[config.mk]
export PLATFORM = sky130hd
export DESIGN_NAME = divisor_radix_param
export DESIGN_NICKNAME = d
export VERILOG_FILES = /design/src/rtl/divisor_pkg.sv /design/src/rtl/div_restoring_step.sv /design/src/rtl/divisor_radix_param.sv
export SDC_FILE = /design/constraint.sdc
export NUM_CORES = 1
export LEC_CHECK = 0
export ABC_AREA = 0
export CAP_MARGIN = 25
export CORE_UTILIZATION = 40
export CTS_CLUSTER_SIZE = 16
export DETAILED_ROUTE_END_ITERATION = 10
export MAX_ROUTING_LAYER = met4
export PLACE_DENSITY = 0.58
export SLEW_MARGIN = 10
export SYNTH_ARGS = -nofsm -noshare
export SYNTH_HDL_FRONTEND = slang
export SYNTH_SLANG_ARGS = --single-unit
[constraint.sdc]
create_clock -name CLK -period 4.5 [get_ports CLK]
set_clock_uncertainty 0.15 [all_clocks]
set_input_delay 0.675 -clock CLK [delete_from_list [all_inputs] [get_ports CLK]]
set_output_delay 0.675 -clock CLK [all_outputs]
set_load 0.05 [all_outputs]
[src/rtl/divisor_pkg.sv]
// Shared types and helpers for the radix-parametrised restoring divider.
// Contents: FSM state enum, two's-complement negate and magnitude helpers.
// The helpers work on a MAX_W-bit container; callers zero-extend their
// operand, pass its real width, and truncate the result back.
package divisor_pkg;

   localparam int unsigned MAX_W = 64;

   typedef enum logic [1:0] {
      IDLE = 2'd0,
      ITER = 2'd1,
      FIX  = 2'd2
   } div_state_t;

   // Two's-complement negate; the low w bits are correct for any w <= MAX_W.
   function automatic logic [MAX_W-1:0] neg2c(input logic [MAX_W-1:0] x);
      return (~x) + MAX_W'(1);
   endfunction

   // Magnitude of a zero-extended w-bit two's-complement value.
   function automatic logic [MAX_W-1:0] abs_val(input logic [MAX_W-1:0] x,
                                                input int unsigned     w);
      if (((x >> (w - 1)) & MAX_W'(1)) != '0) return neg2c(x);
      return x;
   endfunction

endpackage

[src/rtl/div_restoring_step.sv]
// Combinational chain of BPC restoring-division steps.
// Ports: accu/q/m  - partial remainder, dividend/quotient shift register, divisor
//        accu_nxt/q_nxt - partial remainder and quotient after BPC steps
module div_restoring_step #(
   parameter int unsigned WIDTH = 32,
   parameter int unsigned BPC   = 1
) (
   input  logic [WIDTH-1:0] accu,
   input  logic [WIDTH-1:0] q,
   input  logic [WIDTH-1:0] m,
   output logic [WIDTH-1:0] accu_nxt,
   output logic [WIDTH-1:0] q_nxt
);

   // One extra bit: the shifted remainder can reach 2*m-1 before the subtract.
   logic [WIDTH:0]   sh;
   logic [WIDTH-1:0] a;
   logic [WIDTH-1:0] qq;

   always_comb begin
      a  = accu;
      qq = q;
      sh = '0;
      for (int i = 0; i < int'(BPC); i++) begin
         sh = {a, qq[WIDTH-1]};
         qq = {qq[WIDTH-2:0], 1'b0};
         if (sh >= {1'b0, m}) begin
            sh    = sh - {1'b0, m};
            qq[0] = 1'b1;
         end
         a = sh[WIDTH-1:0];
      end
      accu_nxt = a;
      q_nxt    = qq;
   end

endmodule

[src/rtl/divisor_radix_param.sv]
// Multi-cycle restoring integer divider retiring BPC quotient bits per clock,
// signed or unsigned per operation, with divide-by-zero flag.
// Ports: CLK, RST (sync, active-high); Start/Signed/Num/Den request inputs;
//        Coc (quotient), Res (remainder), DivZero, Busy, Done (1-cycle pulse).
// WIDTH must be a multiple of BPC, >= 4 and <= divisor_pkg::MAX_W.
module divisor_radix_param
   import divisor_pkg::*;
#(
   parameter int unsigned WIDTH = 32,
   parameter int unsigned BPC   = 1
) (
   input  logic             CLK,
   input  logic             RST,
   input  logic             Start,
   input  logic             Signed,
   input  logic [WIDTH-1:0] Num,
   input  logic [WIDTH-1:0] Den,
   output logic [WIDTH-1:0] Coc,
   output logic [WIDTH-1:0] Res,
   output logic             DivZero,
   output logic             Busy,
   output logic             Done
);

   localparam int unsigned N_ITER = WIDTH / BPC;
   localparam int unsigned CW     = (N_ITER > 1) ? $clog2(N_ITER) : 1;

   div_state_t       state_q, state_d;
   logic [WIDTH-1:0] accu_q, accu_d;
   logic [WIDTH-1:0] q_q, q_d;
   logic [WIDTH-1:0] m_q, m_d;
   logic [CW-1:0]    cont_q, cont_d;
   logic             sign_num_q, sign_num_d;
   logic             sign_den_q, sign_den_d;
   logic             dz_q, dz_d;
   logic [WIDTH-1:0] coc_q, coc_d;
   logic [WIDTH-1:0] res_q, res_d;
   logic             div_zero_q, div_zero_d;
   logic             busy_q, busy_d;
   logic             done_q, done_d;

   logic [WIDTH-1:0] step_accu_c, step_q_c;
   logic [WIDTH-1:0] num_mag_c, den_mag_c;

   div_restoring_step #(
      .WIDTH (WIDTH),
      .BPC   (BPC)
   ) u_step (
      .accu     (accu_q),
      .q        (q_q),
      .m        (m_q),
      .accu_nxt (step_accu_c),
      .q_nxt    (step_q_c)
   );

   // Operand magnitudes; unsigned operands pass through untouched.
   always_comb begin
      num_mag_c = Num;
      den_mag_c = Den;
      if (Signed) begin
         num_mag_c = WIDTH'(abs_val(MAX_W'(Num), WIDTH));
         den_mag_c = WIDTH'(abs_val(MAX_W'(Den), WIDTH));
      end
   end

   // Next-state and output logic.
   always_comb begin
      state_d    = state_q;
      accu_d     = accu_q;
      q_d        = q_q;
      m_d        = m_q;
      cont_d     = cont_q;
      sign_num_d = sign_num_q;
      sign_den_d = sign_den_q;
      dz_d       = dz_q;
      coc_d      = coc_q;
      res_d      = res_q;
      div_zero_d = div_zero_q;
      busy_d     = (state_q == ITER);
      done_d     = 1'b0;

      case (state_q)
         IDLE: begin
            if (Start) begin
               sign_num_d = Num[WIDTH-1] & Signed;
               sign_den_d = Den[WIDTH-1] & Signed;
               accu_d     = '0;
               if (Den == '0) begin
                  // Keep the raw dividend in Q; it becomes the remainder.
                  dz_d    = 1'b1;
                  q_d     = Num;
                  m_d     = '0;
                  state_d = FIX;
               end else begin
                  dz_d    = 1'b0;
                  q_d     = num_mag_c;
                  m_d     = den_mag_c;
                  cont_d  = CW'(N_ITER - 1);
                  state_d = ITER;
               end
            end
         end
         ITER: begin
            accu_d = step_accu_c;
            q_d    = step_q_c;
            cont_d = cont_q - CW'(1);
            if (cont_q == '0) state_d = FIX;
         end
         FIX: begin
            done_d  = 1'b1;
            state_d = IDLE;
            if (dz_q) begin
               coc_d      = '1;
               res_d      = q_q;
               div_zero_d = 1'b1;
            end else begin
               // Quotient truncates toward zero; remainder follows the dividend.
               coc_d      = (sign_num_q ^ sign_den_q) ? WIDTH'(neg2c(MAX_W'(q_q))) : q_q;
               res_d      = sign_num_q ? WIDTH'(neg2c(MAX_W'(accu_q))) : accu_q;
               div_zero_d = 1'b0;
            end
         end
         default: state_d = IDLE;
      endcase
   end

   // State and output registers.
   always_ff @(posedge CLK) begin
      if (RST) begin
         state_q    <= IDLE;
         accu_q     <= '0;
         q_q        <= '0;
         m_q        <= '0;
         cont_q     <= '0;
         sign_num_q <= 1'b0;
         sign_den_q <= 1'b0;
         dz_q       <= 1'b0;
         coc_q      <= '0;
         res_q      <= '0;
         div_zero_q <= 1'b0;
         busy_q     <= 1'b0;
         done_q     <= 1'b0;
      end else begin
         state_q    <= state_d;
         accu_q     <= accu_d;
         q_q        <= q_d;
         m_q        <= m_d;
         cont_q     <= cont_d;
         sign_num_q <= sign_num_d;
         sign_den_q <= sign_den_d;
         dz_q       <= dz_d;
         coc_q      <= coc_d;
         res_q      <= res_d;
         div_zero_q <= div_zero_d;
         busy_q     <= busy_d;
         done_q     <= done_d;
      end
   end

   assign Coc     = coc_q;
   assign Res     = res_q;
   assign DivZero = div_zero_q;
   assign Busy    = busy_q;
   assign Done    = done_q;

endmodule

## Word level (Yosys, flattened, before mapping)

Cells that the tools add are included.

| storage, ports and cells | value |
|---|---|
| flip-flop bits (word level) | 173 |
| input bits | 68 |
| output and inout bits | 67 |
| word-level logic and storage cells | 72 |

| operators by class | value |
|---|---|
| add/subtract/negate cells | 6 |
| magnitude comparators | 1 |
| equality and inequality tests | 5 |
| mux-type cells | 32 |
| bitwise operators | 7 |
| reduce and logical (&&, ||, !) cells | 8 |

Operator list:

| kind | count |
|---|---|
| 32-bit 2-to-1 mux | 15 |
| 32-bit by 1-bit adder with 32-bit output (second input constant) | 4 |
| 32-bit inverter | 4 |
| 32-bit case mux with 2 select lines | 2 |
| 33-bit by 32-bit greater-or-equal comparator with 1-bit output | 1 |
| 32-bit zero test | 1 |
| 32-bit subtractor | 1 |
| 5-bit 2-to-1 mux | 2 |
| 5-bit case mux with 2 select lines | 1 |
| 1-bit 2-to-1 mux | 8 |
| 2-bit 2-to-1 mux | 3 |
| 2-bit AND reduction | 3 |
| 5-bit zero test | 1 |
| 5-bit by 1-bit subtractor with 5-bit output (second input constant) | 1 |
| 2-bit inequality test (second input constant) | 2 |
| 2-bit case mux with 2 select lines | 1 |
| 3-bit AND reduction | 1 |
| 1-bit AND | 2 |
| 2-bit by 1-bit equality test with 1-bit output (second input constant) | 1 |
| 2-bit equality test (second input constant) | 1 |
| 2-bit zero test | 1 |
| 2-bit by 1-bit inequality test with 1-bit output (second input constant) | 1 |
| 2-bit nonzero test | 1 |
| 1-bit bitwise XOR | 1 |

## Depth between registers and ports, before layout

Gate-level depths: netlist of the first run.

| depth | value |
|---|---|
| depth in word-level cells | 8 |
| gate-level depth with buffers | 14 |
| mapped depth without buffers | 13 |

## Modules after synthesis

Synthesis of the first run repeated with hierarchy kept, for this count alone.

| unflattened totals | value |
|---|---|
| cells, all modules | 1442 |
| area total of the unflattened synthesis | 11523.6 um2 |

Modules (own cells, without submodules):

| module | instances | cells an instance | area an instance (um2) | sequential area each (um2) |
|---|---|---|---|---|
| divisor_radix_param | 1 | 1106 | 9056.2 | 3463.3 |
| div_restoring_step | 1 | 336 | 2467.4 | 0.0 |

## Worst setup path after synthesis of the first run

OpenSTA, ideal clock, no wires.

| path | value |
|---|---|
| kind | in2reg |
| from | input Den[0] |
| to | register q_q[11] |
| setup time | 0.128 ns |
| arrival time | 2.976 ns |
| data required time | 4.222 ns |
| path slack | 1.247 ns |
| stages on the path | 13 |
| buffers on the path | 2 |
| cell sequence | inv_1 ha_1 or3b_4 or4_4 nor2_4 nand4_4 and3_4 buf_6 buf_6 o31ai_1 xnor2_1 a222oi_1 nor2_1 |

| on the way | value |
|---|---|
| word-level cells in the longest chain between the ends | 4 |

RTL lines:

| what | line | text |
|---|---|---|
| start: declaration | divisor_radix_param.sv:17 | `input logic [WIDTH-1:0] Den,` |
| 32-bit zero test | divisor_radix_param.sv:88 | `if (Den == '0) begin` |
| 32-bit 2-to-1 mux | divisor_radix_param.sv:88 |  |
| 32-bit 2-to-1 mux | divisor_radix_param.sv:84 | `if (Start) begin` |
| 32-bit case mux with 2 select lines | divisor_radix_param.sv:82 | `case (state_q)` |
| end signal: assignment | divisor_radix_param.sv:146 | `q_q <= q_d;` |
| end: declaration | divisor_radix_param.sv:30 | `logic [WIDTH-1:0] q_q, q_d;` |

No other way between the ends. The select of a mux whose other input is x is not followed.
A chain may end at the register's enable or synchronous reset.

## Worst setup path after layout of the first run

| path | value |
|---|---|
| from | register accu_q[23] |
| to | register accu_q[30] |

| on the way | value |
|---|---|
| word-level cells in the longest chain between the ends | 3 |
| elaborated cells between the ends (all ways) | 4 |
| those cells by class | 1 x add/sub; 1 x order compare; 2 x mux |

RTL lines:

| what | line | text |
|---|---|---|
| start: declaration | divisor_radix_param.sv:29 | `logic [WIDTH-1:0] accu_q, accu_d;` |
| start signal: assignment | divisor_radix_param.sv:145 | `accu_q <= accu_d;` |
| 32-bit subtractor or 33-bit by 32-bit greater-or-equal comparator with 1-bit output (tied branches) | div_restoring_step.sv:28, div_restoring_step.sv:27 |  |
| 32-bit 2-to-1 mux (*) | div_restoring_step.sv:27 | `if (sh >= {1'b0, m}) begin` |
| 32-bit case mux with 2 select lines (*) | divisor_radix_param.sv:82 |  |

Mark *: on every way between the ends. The rest lies on a longest branch, timed or not.

==> flow_metrics.py, run 1 <==
metrics = {
    "drt": {
        "routed_wirelength_um": 33900,
        "dr.pass1.iters": 7,
        "ant_nets": 0,
        "drcViolationCount": 0,
        "drt-vias-per-instance": 5.70,
        "vias": 10611,
        "drt-initial-drc-count": 1040,
        "routedWlPerCell_um": 18.2,
    },
    "clock_network": {
        "clock_path_buffers": 2,
        "cts_tree": "built",
        "ctsHoldBuffers": 0,
        "htreeDepth": 4,
        "cts_buffers": 17,
        "cts_resized": 0,
        "clk_pin_slew_worst_paths_ns": 0.07,
        "clock_latency_ns": 0.44,
        "cts-root-buf": "clkbuf_16",
        "post-cts-setup-buffers": 0,
        "cts.sinks": 173,
    },
    "setup_path": {
        "cp.arrival_ns": 4.00,
        "r2r-end": "accu_q[30]$_SDFFE_PP0P_",
        "required_ns": 4.72,
        "end_kind": "flop",
        "crit_fanout": 15,
        "worst-setup-path-type": "flop to flop",
        "critPathLaunchType": "flop",
        "crit_start": "accu_q[23]$_SDFFE_PP0P_",
        "ff2ff_path_depth": 11,
        "crit_end": "accu_q[30]$_SDFFE_PP0P_",
        "r2r_setup_slack_ns": 0.71,
        "timing.rr.start": "accu_q[23]$_SDFFE_PP0P_",
    },
    "sta": {
        "finalCritPeriodShare_pct": 84.2,
        "rsz0062_at_grt": "no",
        "timing.setup.tns_ns": 0,
        "setup_viol_count_final": 0,
        "worstMarginPinSlew_ns": 0.899,
        "relSlewSlack_pct": 39.8,
        "setup_slack_ns": 0.713,
        "whs_ns": 0.300,
        "hold_violations": 0,
        "fmax_mhz": 264,
        "period_needed_ns": 3.79,
        "final_max_slew_viol_count": 0,
    },
    "power_and_ir_drop": {
        "p_leak_uw": 0.00486,
        "power_density_nw_per_um2": 328,
        "peakVddDrop_mv": 0.236,
    },
    "synthesis": {
        "syn-cell-area_um2": 11100,
        "synth-seq-area-share_pct": 31.3,
        "synth_edf_count": 0,
        "syn_avg_cell_area_um2": 7.65,
        "yosysWarningCount": 0,
        "ys.flop_type": "dfxtp_1",
        "ys_seq_elements": 173,
        "synth_cells": 1445,
        "synth_nets": 1552,
        "ys_types": 74,
        "async_reset_ff_share_pct": 0,
    },
    "global_route": {
        "globalRouteTotalUtil_pct": 25.1,
        "overflow": 0,
        "grt_start_max_net_pins": 76,
        "grt_antenna_before_repair": 0,
        "grt_pass1_vias": 9662,
        "grt_pass1_wl_um": 54800,
    },
    "hold_path": {
        "whs_path_depth": 2,
        "min_path_type": "flop to flop",
    },
    "final_layout": {
        "stdcell_area_um2": 13100,
        "antenna_cells": 0,
        "synthToLayoutAreaGrowth_pct": 18.6,
        "fillers": 2713,
        "layout.nets": 1616,
        "drive_gt1_share_pct": 5.00,
        "final_cell_count_no_fill": 1862,
    },
    "floorplanning": {
        "pin_count": 135,
        "rows": 60,
        "die_w_um": 168,
        "core_area_um2": 27000,
        "die_h_um": 168,
        "fp.dieArea_um2": 28300,
        "start_util_pct": 40.9,
    },
    "place": {
        "gp_congestion": 0.935,
        "io_buffers": 134,
        "place_area_um2": 12500,
        "dp_hpwl_um": 25400,
        "dpl_worst_slack_ns": 0.593,
        "dp_cells": 1831,
    },
    "run_status": {
        "status": "completed",
    },
    "job": {
        "cap_violations": 0,
    },
}
-- cells in the final DEF, fill, tap and decap left out, drive strengths merged, types with 17 or more instances in the layout --
master         instances
a222oi                27
clkbuf                21
ha                    38
xnor2                 71
nand3                 17
nand2                185
nor2                 147
a21oi                108
clkdlybuf4s50        133
inv                   63
nor3                  49
mux2i                 21
a211oi                28
o31ai                 29
dfxtp                173
o21ai                113
xor2                  74
o22ai                 19
-- final cells by class --
class | count | area [um2] | area share, %
multi-input cells | 1109 | 6970 | 53.2
flip-flops and latches | 173 | 3460 | 26.4
repair buffers | 149 | 1460 | 11.2
well taps | 341 | 427 | 3.25
clock buffers | 21 | 460 | 3.51
clock inverters | 10 | 106 | 0.811
inverters | 59 | 221 | 1.69
-- per-stage QoR --
step,power [uW],utilization [%]
2_1_floorplan,2500,-
3_3_place_gp,2830,46.4
3_5_place_dp,2840,46.4
4_1_cts,4310,48.5
5_1_grt,4500,48.5
6_report,4310,48.5
-- cell usage after synthesis (3+ instances only) --
cell type	instances	area, um2
a21o_1	16	120
nor4_1	12	75.1
nand2b_1	10	62.6
o21ai_2	3	26.3
nor2b_1	4	25.0
buf_6	3	33.8
a211oi_1	28	210
xnor2_1	71	622
xor2_1	74	648
a21oi_1	108	541
mux2i_1	21	210
and2_1	4	25.0
o21ai_1	41	205
inv_1	59	221
clkbuf_1	94	353
nand4_1	11	68.8
o31ai_1	25	188
o211ai_1	9	67.6
or4_1	10	75.1
a222oi_1	27	270
nor2_1	145	544
o21bai_1	3	22.5
nand3_1	17	85.1
nand2_1	185	694
ha_1	38	475
or4_4	3	33.8
nor3_1	47	235
a31oi_1	9	56.3
a32oi_1	9	78.8
a2111oi_0	4	35.0
a311oi_1	5	43.8
dfxtp_1	173	3460
buf_2	4	20.0
o21ai_0	69	345
o41ai_1	13	114
o22ai_1	19	119
and3_1	5	31.3
or3_1	14	87.6
o31ai_2	4	50.1
-- flip-flops by register name, summed over array words and instances, names as in the netlist, 2 cells and up --
signal and count:
Coc 32, Res 32, accu_q 32, cont_q 5, m_q 32, q_q 32, state_q 2
-- cell families after synthesis --
logic type      share of synthesized area (%)
fa+ha+maj                                4.48
xor+xnor                                 11.5
compound gates                           24.1
mux                                      2.00
buf+inv                                  5.81
simple gates                             20.8
flops                                    31.3
-- how the worst min path moves through the flow --
stage,to,slack (ns),from
3_3_place_gp,m_q[11]$_SDFFE_PP0P_,0.29,m_q[11]$_SDFFE_PP0P_
3_5_place_dp,DivZero$_SDFFE_PP0P_,0.30,DivZero$_SDFFE_PP0P_
2_1_floorplan,m_q[11]$_SDFFE_PP0P_,0.28,m_q[11]$_SDFFE_PP0P_
6_report,m_q[11]$_SDFFE_PP0P_,0.30,m_q[11]$_SDFFE_PP0P_
5_1_grt,Res[27]$_SDFFE_PP0P_,0.32,Res[27]$_SDFFE_PP0P_
4_1_cts,m_q[11]$_SDFFE_PP0P_,0.30,m_q[11]$_SDFFE_PP0P_
-- critical path, cell delays in order, from the launching register on --
cell	delay, ns
dfxtp_1	0.49
ha_1	0.40
and4_1	0.25
and3_1	0.21
a41oi_1	0.23
o21ai_1	0.12
or4_1	0.45
nor4_1	0.22
buf_4	0.26
or2_1	0.49
mux2_1	0.37
o211ai_1	0.08
-- metal layers --
metal	vias up	GRT usage (%)	wire length, um
met2	369	35.2	14100
met3	48	3.76	2140
met4	0	8.14	802
met1	4887	36.3	16800
met5	-	-	0
li1	5307	-	-
-- power by group --
group	internal, uW	total (uW)	switching [uW]
sequential	1630	1750	120
combinational	422	1070	651
clock	799	1490	686
Note: power is estimated with default switching activity, not from simulation.
==> inputs of run 2 (changes only) <==
--- a/config.mk
+++ b/config.mk
@@ -11,7 +11,7 @@
 export CTS_CLUSTER_SIZE = 16
 export DETAILED_ROUTE_END_ITERATION = 10
 export MAX_ROUTING_LAYER = met4
-export PLACE_DENSITY = 0.58
+export PLACE_DENSITY = 0.6
 export SLEW_MARGIN = 10
 export SYNTH_ARGS = -nofsm -noshare
 export SYNTH_HDL_FRONTEND = slang
==> constraint.sdc (replaced) <==
create_clock -name CLK -period 3.3 [get_ports CLK]
set_clock_uncertainty 0.15 [all_clocks]
set_input_delay 0.495 -clock CLK [delete_from_list [all_inputs] [get_ports CLK]]
set_output_delay 0.495 -clock CLK [all_outputs]
set_load 0.05 [all_outputs]
==> flow_metrics.py, run 2 (synthesized netlist as in run 1, its figures left out) <==
metrics = {
    "setup_path": {
        "crit_fanout": 6,
        "r2r_setup_slack_ns": 0.13,
        "crit_start": "m_q[14]$_SDFFE_PP0P_",
        "r2r-end": "accu_q[27]$_SDFFE_PP0P_",
        "cp.arrival_ns": 3.33,
        "cpPeakStageDelay_ns": 0.53,
        "path_buf_inv": 2,
        "critical-path-top-delay-family": "compound AO/OA/AOI/OAI gates",
        "required_ns": 3.47,
        "ff2ff_path_depth": 12,
        "timing.rr.start": "m_q[14]$_SDFFE_PP0P_",
        "crit_path_cell_trace": "inv_1 -> ha_1 -> nand4_1 -> or4_1 -> o21ai_0 -> a31oi_1 -> buf_4 -> o21ai_1 -> a21oi_1 -> o31ai_1 -> mux2i_1 -> nand2_1",
        "worst-setup-path-type": "flop to flop",
        "path_depth": 12,
        "crit_end": "accu_q[27]$_SDFFE_PP0P_",
        "end_kind": "flop",
        "cpMaxStageDelayCell": "or4_1",
        "critPathLaunchType": "flop",
    },
    "floorplanning": {
        "rows": 60,
        "die_w_um": 168,
        "core_area_um2": 27000,
        "pin_count": 135,
        "fp.dieArea_um2": 28300,
        "start_util_pct": 40.9,
        "die_h_um": 168,
    },
    "power_and_ir_drop": {
        "peakVddDrop_mv": 0.279,
        "power_density_nw_per_um2": 422,
        "p_leak_uw": 0.00558,
    },
    "place": {
        "dp_hpwl_um": 27200,
        "dpl_worst_slack_ns": -0.233,
        "io_buffers": 134,
        "gp_congestion": 0.904,
    },
    "clock_network": {
        "clk_pin_slew_worst_paths_ns": 0.07,
        "cts-root-buf": "clkbuf_16",
        "clock_path_buffers": 2,
        "clock_latency_ns": 0.44,
        "htreeDepth": 4,
        "cts_buffers": 17,
        "cts_tree": "built",
        "ctsHoldBuffers": 0,
        "cts.sinks": 173,
    },
    "sta": {
        "period_needed_ns": 3.17,
        "relSlewSlack_pct": 38.2,
        "timing.setup.tns_ns": 0,
        "finalCritPeriodShare_pct": 95.9,
        "setup_viol_count_final": 0,
        "fmax_mhz": 316,
        "setup_slack_ns": 0.134,
        "worstMarginPinSlew_ns": 0.927,
        "hold_violations": 0,
        "final_max_slew_viol_count": 0,
    },
    "hold_path": {
        "whs_path_depth": 2,
        "min_path_type": "flop to flop",
    },
    "drt": {
        "vias": 11141,
        "drt-initial-drc-count": 1121,
        "dr.pass1.iters": 6,
        "drcViolationCount": 0,
        "ant_nets": 0,
        "drt-vias-per-instance": 5.55,
        "routed_wirelength_um": 35400,
        "routedWlPerCell_um": 17.6,
    },
    "run_status": {
        "status": "completed",
    },
    "job": {
        "cap_violations": 0,
    },
    "final_layout": {
        "antenna_cells": 0,
        "layout.nets": 1761,
        "drive_gt1_share_pct": 14.2,
        "final_cell_mix": "nand2_1, dfxtp_1, buf_4, nor2_1, clkdlybuf4s50_1",
        "synthToLayoutAreaGrowth_pct": 29.1,
        "final_common_cell": "nand2_1",
    },
    "global_route": {
        "overflow": 0,
        "globalRouteTotalUtil_pct": 25.9,
        "grt_pass1_vias": 10337,
        "grt_antenna_before_repair": 0,
        "grt_pass1_wl_um": 56500,
        "grt_start_max_net_pins": 88,
    },
}
==> run 2: worst min path at each step <==
stage | startpoint | endpoint
2_1_floorplan | m_q[11]$_SDFFE_PP0P_ | m_q[11]$_SDFFE_PP0P_
3_3_place_gp | m_q[11]$_SDFFE_PP0P_ | m_q[11]$_SDFFE_PP0P_
3_5_place_dp | Res[19]$_SDFFE_PP0P_ | Res[19]$_SDFFE_PP0P_
4_1_cts | Res[19]$_SDFFE_PP0P_ | Res[19]$_SDFFE_PP0P_
5_1_grt | Res[16]$_SDFFE_PP0P_ | Res[16]$_SDFFE_PP0P_
6_report | Res[29]$_SDFFE_PP0P_ | Res[29]$_SDFFE_PP0P_
==> run 2: layer usage <==
layer,vias to the layer above,GRT usage (%),part of all wire [%]
met1,5141,37.1,50
met3,46,3.27,5.7
li1,5589,-,-
met4,0,7.83,2.3
met5,-,-,0
met2,365,37.6,42
==> run 2: where the power goes <==
| group | total (uW) | leakage [uW] | switching, uW | internal [uW] |
|---|---|---|---|---|
| Sequential | 2350 | 0.00141 | 129 | 2220 |
| Clock | 1990 | 0.000273 | 980 | 1010 |
| Combinational | 1700 | 0.00389 | 980 | 717 |
==> run 2: through the flow <==
stage / power, uW / cells / area (um2) / hold WS (ns) / utilization, %
5_1_grt: 6320 / 2008 / 14300 / 0.326 / 52.8
2_1_floorplan: 3410 / 1445 / 11100 / 0.282 / -
6_report: 6030 / 2008 / 14300 / 0.304 / 52.8
3_5_place_dp: 4050 / 1975 / 13600 / 0.298 / 50.5
3_3_place_gp: 4040 / 1975 / 13600 / 0.288 / 50.5
4_1_cts: 6040 / 2007 / 14200 / 0.308 / 52.6
==> run 2: what timing repair did <==
action / CTS / global route
setup endpoints to repair: 2 / 36
setup buffers: 0 / 1
hold endpoints to repair: 0 / 0
resized for setup: 2 / 13
pin swaps: 0 / 1
==> run 2: final cells by class <==
class	instances	area, um2
flip-flops and latches	173	3460
well taps	341	427
repair buffers	294	2560
multi-input cells	1109	7030
clock inverters	15	144
fillers	2652	12700
inverters	59	221
clock buffers	17	425
==> run 2: worst min-delay path: stages (launching register included) <==
cell     delay (ns)
dfxtp_1        0.31
nand2_1        0.05
a21oi_1        0.05
==> inputs of run 3 (changes only) <==
--- a/config.mk
+++ b/config.mk
@@ -11,7 +11,7 @@
 export CTS_CLUSTER_SIZE = 16
 export DETAILED_ROUTE_END_ITERATION = 10
 export MAX_ROUTING_LAYER = met4
-export PLACE_DENSITY = 0.6
+export PLACE_DENSITY = 0.58
 export SLEW_MARGIN = 10
 export SYNTH_ARGS = -nofsm -noshare
 export SYNTH_HDL_FRONTEND = slang
==> constraint.sdc (replaced) <==
create_clock -name CLK -period 3.75 [get_ports CLK]
set_clock_uncertainty 0.15 [all_clocks]
set_input_delay 0.5625 -clock CLK [delete_from_list [all_inputs] [get_ports CLK]]
set_output_delay 0.5625 -clock CLK [all_outputs]
set_load 0.05 [all_outputs]
==> flow_metrics.py, run 3 (synthesized netlist as in run 1, its figures left out) <==
metrics = {
    "final_layout": {
        "drive_gt1_share_pct": 8.78,
        "fillers": 2694,
        "layout.nets": 1677,
        "multi_input_area_um2": 6970,
        "antenna_cells": 0,
        "fin_util_pct": 50.3,
        "synthToLayoutAreaGrowth_pct": 22.8,
        "final_common_cell": "nand2_1",
        "seq_area_um2": 3460,
        "stdcell_area_um2": 13600,
        "final_cell_mix": "nand2_1, dfxtp_1, nor2_1, clkdlybuf4s50_1, a21oi_1",
    },
    "setup_path": {
        "r2r-end": "accu_q[0]$_SDFFE_PP0P_",
        "required_ns": 3.92,
        "crit_end": "accu_q[0]$_SDFFE_PP0P_",
        "end_kind": "flop",
        "worst-setup-path-type": "flop to flop",
        "r2r_setup_slack_ns": 0.22,
        "cp.arrival_ns": 3.70,
        "timing.rr.start": "m_q[29]$_SDFFE_PP0P_",
        "critPathLaunchType": "flop",
        "crit_start": "m_q[29]$_SDFFE_PP0P_",
        "crit_fanout": 10,
        "ff2ff_path_depth": 14,
    },
    "sta": {
        "timing.setup.tns_ns": 0,
        "finalCritPeriodShare_pct": 94.1,
        "whs_ns": 0.308,
        "hold_violations": 0,
        "final_max_slew_viol_count": 0,
        "period_needed_ns": 3.53,
        "fmax_mhz": 283,
        "worstMarginPinSlew_ns": 1.07,
        "relSlewSlack_pct": 27.8,
        "rsz0062_at_grt": "no",
        "setup_viol_count_final": 0,
    },
    "place": {
        "io_buffers": 134,
        "dp_hpwl_um": 26900,
        "gp_congestion": 0.897,
        "place_area_um2": 13000,
    },
    "power_and_ir_drop": {
        "p_sw_uw": 1830,
        "p_total_uw": 5280,
        "power_frac_clock_pct": 34.7,
        "p_comb_share_pct": 25.9,
        "p_leak_uw": 0.00519,
        "peakVddDrop_mv": 0.289,
        "pwr-share-seq_pct": 39.4,
        "power_density_nw_per_um2": 388,
        "switching_share_pct": 34.7,
        "intPower_uw": 3450,
    },
    "floorplanning": {
        "start_util_pct": 40.9,
        "core_area_um2": 27000,
        "pin_count": 135,
        "die_w_um": 168,
        "fp.dieArea_um2": 28300,
        "die_h_um": 168,
        "rows": 60,
    },
    "drt": {
        "drt-initial-drc-count": 1107,
        "routed_wirelength_um": 35200,
        "vias": 10862,
        "drt-vias-per-instance": 5.65,
        "ant_nets": 0,
        "routedWlPerCell_um": 18.3,
        "drcViolationCount": 0,
        "dr.pass1.iters": 6,
    },
    "global_route": {
        "grt_antenna_before_repair": 1,
        "overflow": 0,
        "globalRouteTotalUtil_pct": 25.7,
        "grt_pass1_vias": 9921,
        "grt_start_max_net_pins": 67,
        "grt_pass1_wl_um": 56000,
    },
    "clock_network": {
        "clk_pin_slew_worst_paths_ns": 0.08,
        "cts_tree": "built",
        "htreeDepth": 4,
        "cts-root-buf": "clkbuf_16",
        "cts.sinks": 173,
        "clock_latency_ns": 0.44,
        "clock_path_buffers": 2,
        "cts_buffers": 17,
    },
    "hold_path": {
        "min_path_type": "flop to flop",
    },
    "job": {
        "cap_violations": 0,
    },
    "run_status": {
        "status": "completed",
    },
}
-- run 3: cell types whose count changed in the layout (fill, tap and decap cells not counted), sizes merged --
cell / change
inv: -3
clkinvlp: -2
clkinv: +4
bufinv: +1
buf: -84
-- run 3: how the worst min path moves through the flow --
stage / end / startpoint / cells past startpoint
6_report: Res[7]$_SDFFE_PP0P_ / Res[7]$_SDFFE_PP0P_ / 2
5_1_grt: m_q[11]$_SDFFE_PP0P_ / m_q[11]$_SDFFE_PP0P_ / 2
4_1_cts: Res[7]$_SDFFE_PP0P_ / Res[7]$_SDFFE_PP0P_ / 2
3_5_place_dp: Res[7]$_SDFFE_PP0P_ / Res[7]$_SDFFE_PP0P_ / 2
3_3_place_gp: Res[27]$_SDFFE_PP0P_ / Res[27]$_SDFFE_PP0P_ / 2
2_1_floorplan: m_q[11]$_SDFFE_PP0P_ / m_q[11]$_SDFFE_PP0P_ / 2
-- run 3: layer usage --
layer | part of all wire, % | track usage [%] | up-vias | routed length, um
met5 | 0 | - | - | 0
met3 | 5.5 | 2.75 | 31 | 1920
met4 | 1.7 | 6.76 | 0 | 581
li1 | - | - | 5424 | -
met2 | 42 | 37.1 | 348 | 14900
met1 | 51 | 37.8 | 5059 | 17800
-- run 3: layout make-up --
type                            count  area share (%)
Multi-Input combinational cell   1109            51.3
Inverter                           59            1.63
Timing Repair Buffer              210            14.1
Tap cell                          341            3.14
Sequential cell                   173            25.5
Clock buffer                       17            3.13
Clock inverter                     15            1.28
-- run 3: timing repair --
item                                   in CTS  in global routing
setup endpoints to repair                   0                  1
resized for setup                           0                  0
endpoints found under the hold margin       0                  0
setup buffers                               0                  4
hold buffers                                0                  0
-- run 3: metrics by stage --
stage / cells / setup WS [ns]
5_1_grt: 1924 / 0.0512
6_report: 1924 / 0.219
3_3_place_gp: 1888 / 0.160
4_1_cts: 1920 / 0.233
2_1_floorplan: 1445 / 0.609
3_5_place_dp: 1888 / 0.106
-- run 3: critical path, stage by stage (launching register included) --
cell and delay [ns]:
dfxtp_1 0.33, inv_1 0.07, ha_1 0.35, and3_1 0.24
and4_1 0.24, a41oi_1 0.25, o21ai_1 0.11, or4_1 0.44
nor4_1 0.20, buf_4 0.17, buf_4 0.18, or2_1 0.22
buf_4 0.18, o21ai_1 0.06, a22o_1 0.19
-- run 3: power by group through the flow --
| stage | Clock [uW] | Sequential, uW | Combinational, uW |
|---|---|---|---|
| 2_1_floorplan | 0 | 2160 | 842 |
| 3_3_place_gp | 0 | 2110 | 1350 |
| 3_5_place_dp | 0 | 2120 | 1350 |
| 4_1_cts | 1870 | 2070 | 1360 |
| 5_1_grt | 1940 | 2090 | 1500 |
| 6_report | 1830 | 2080 | 1370 |
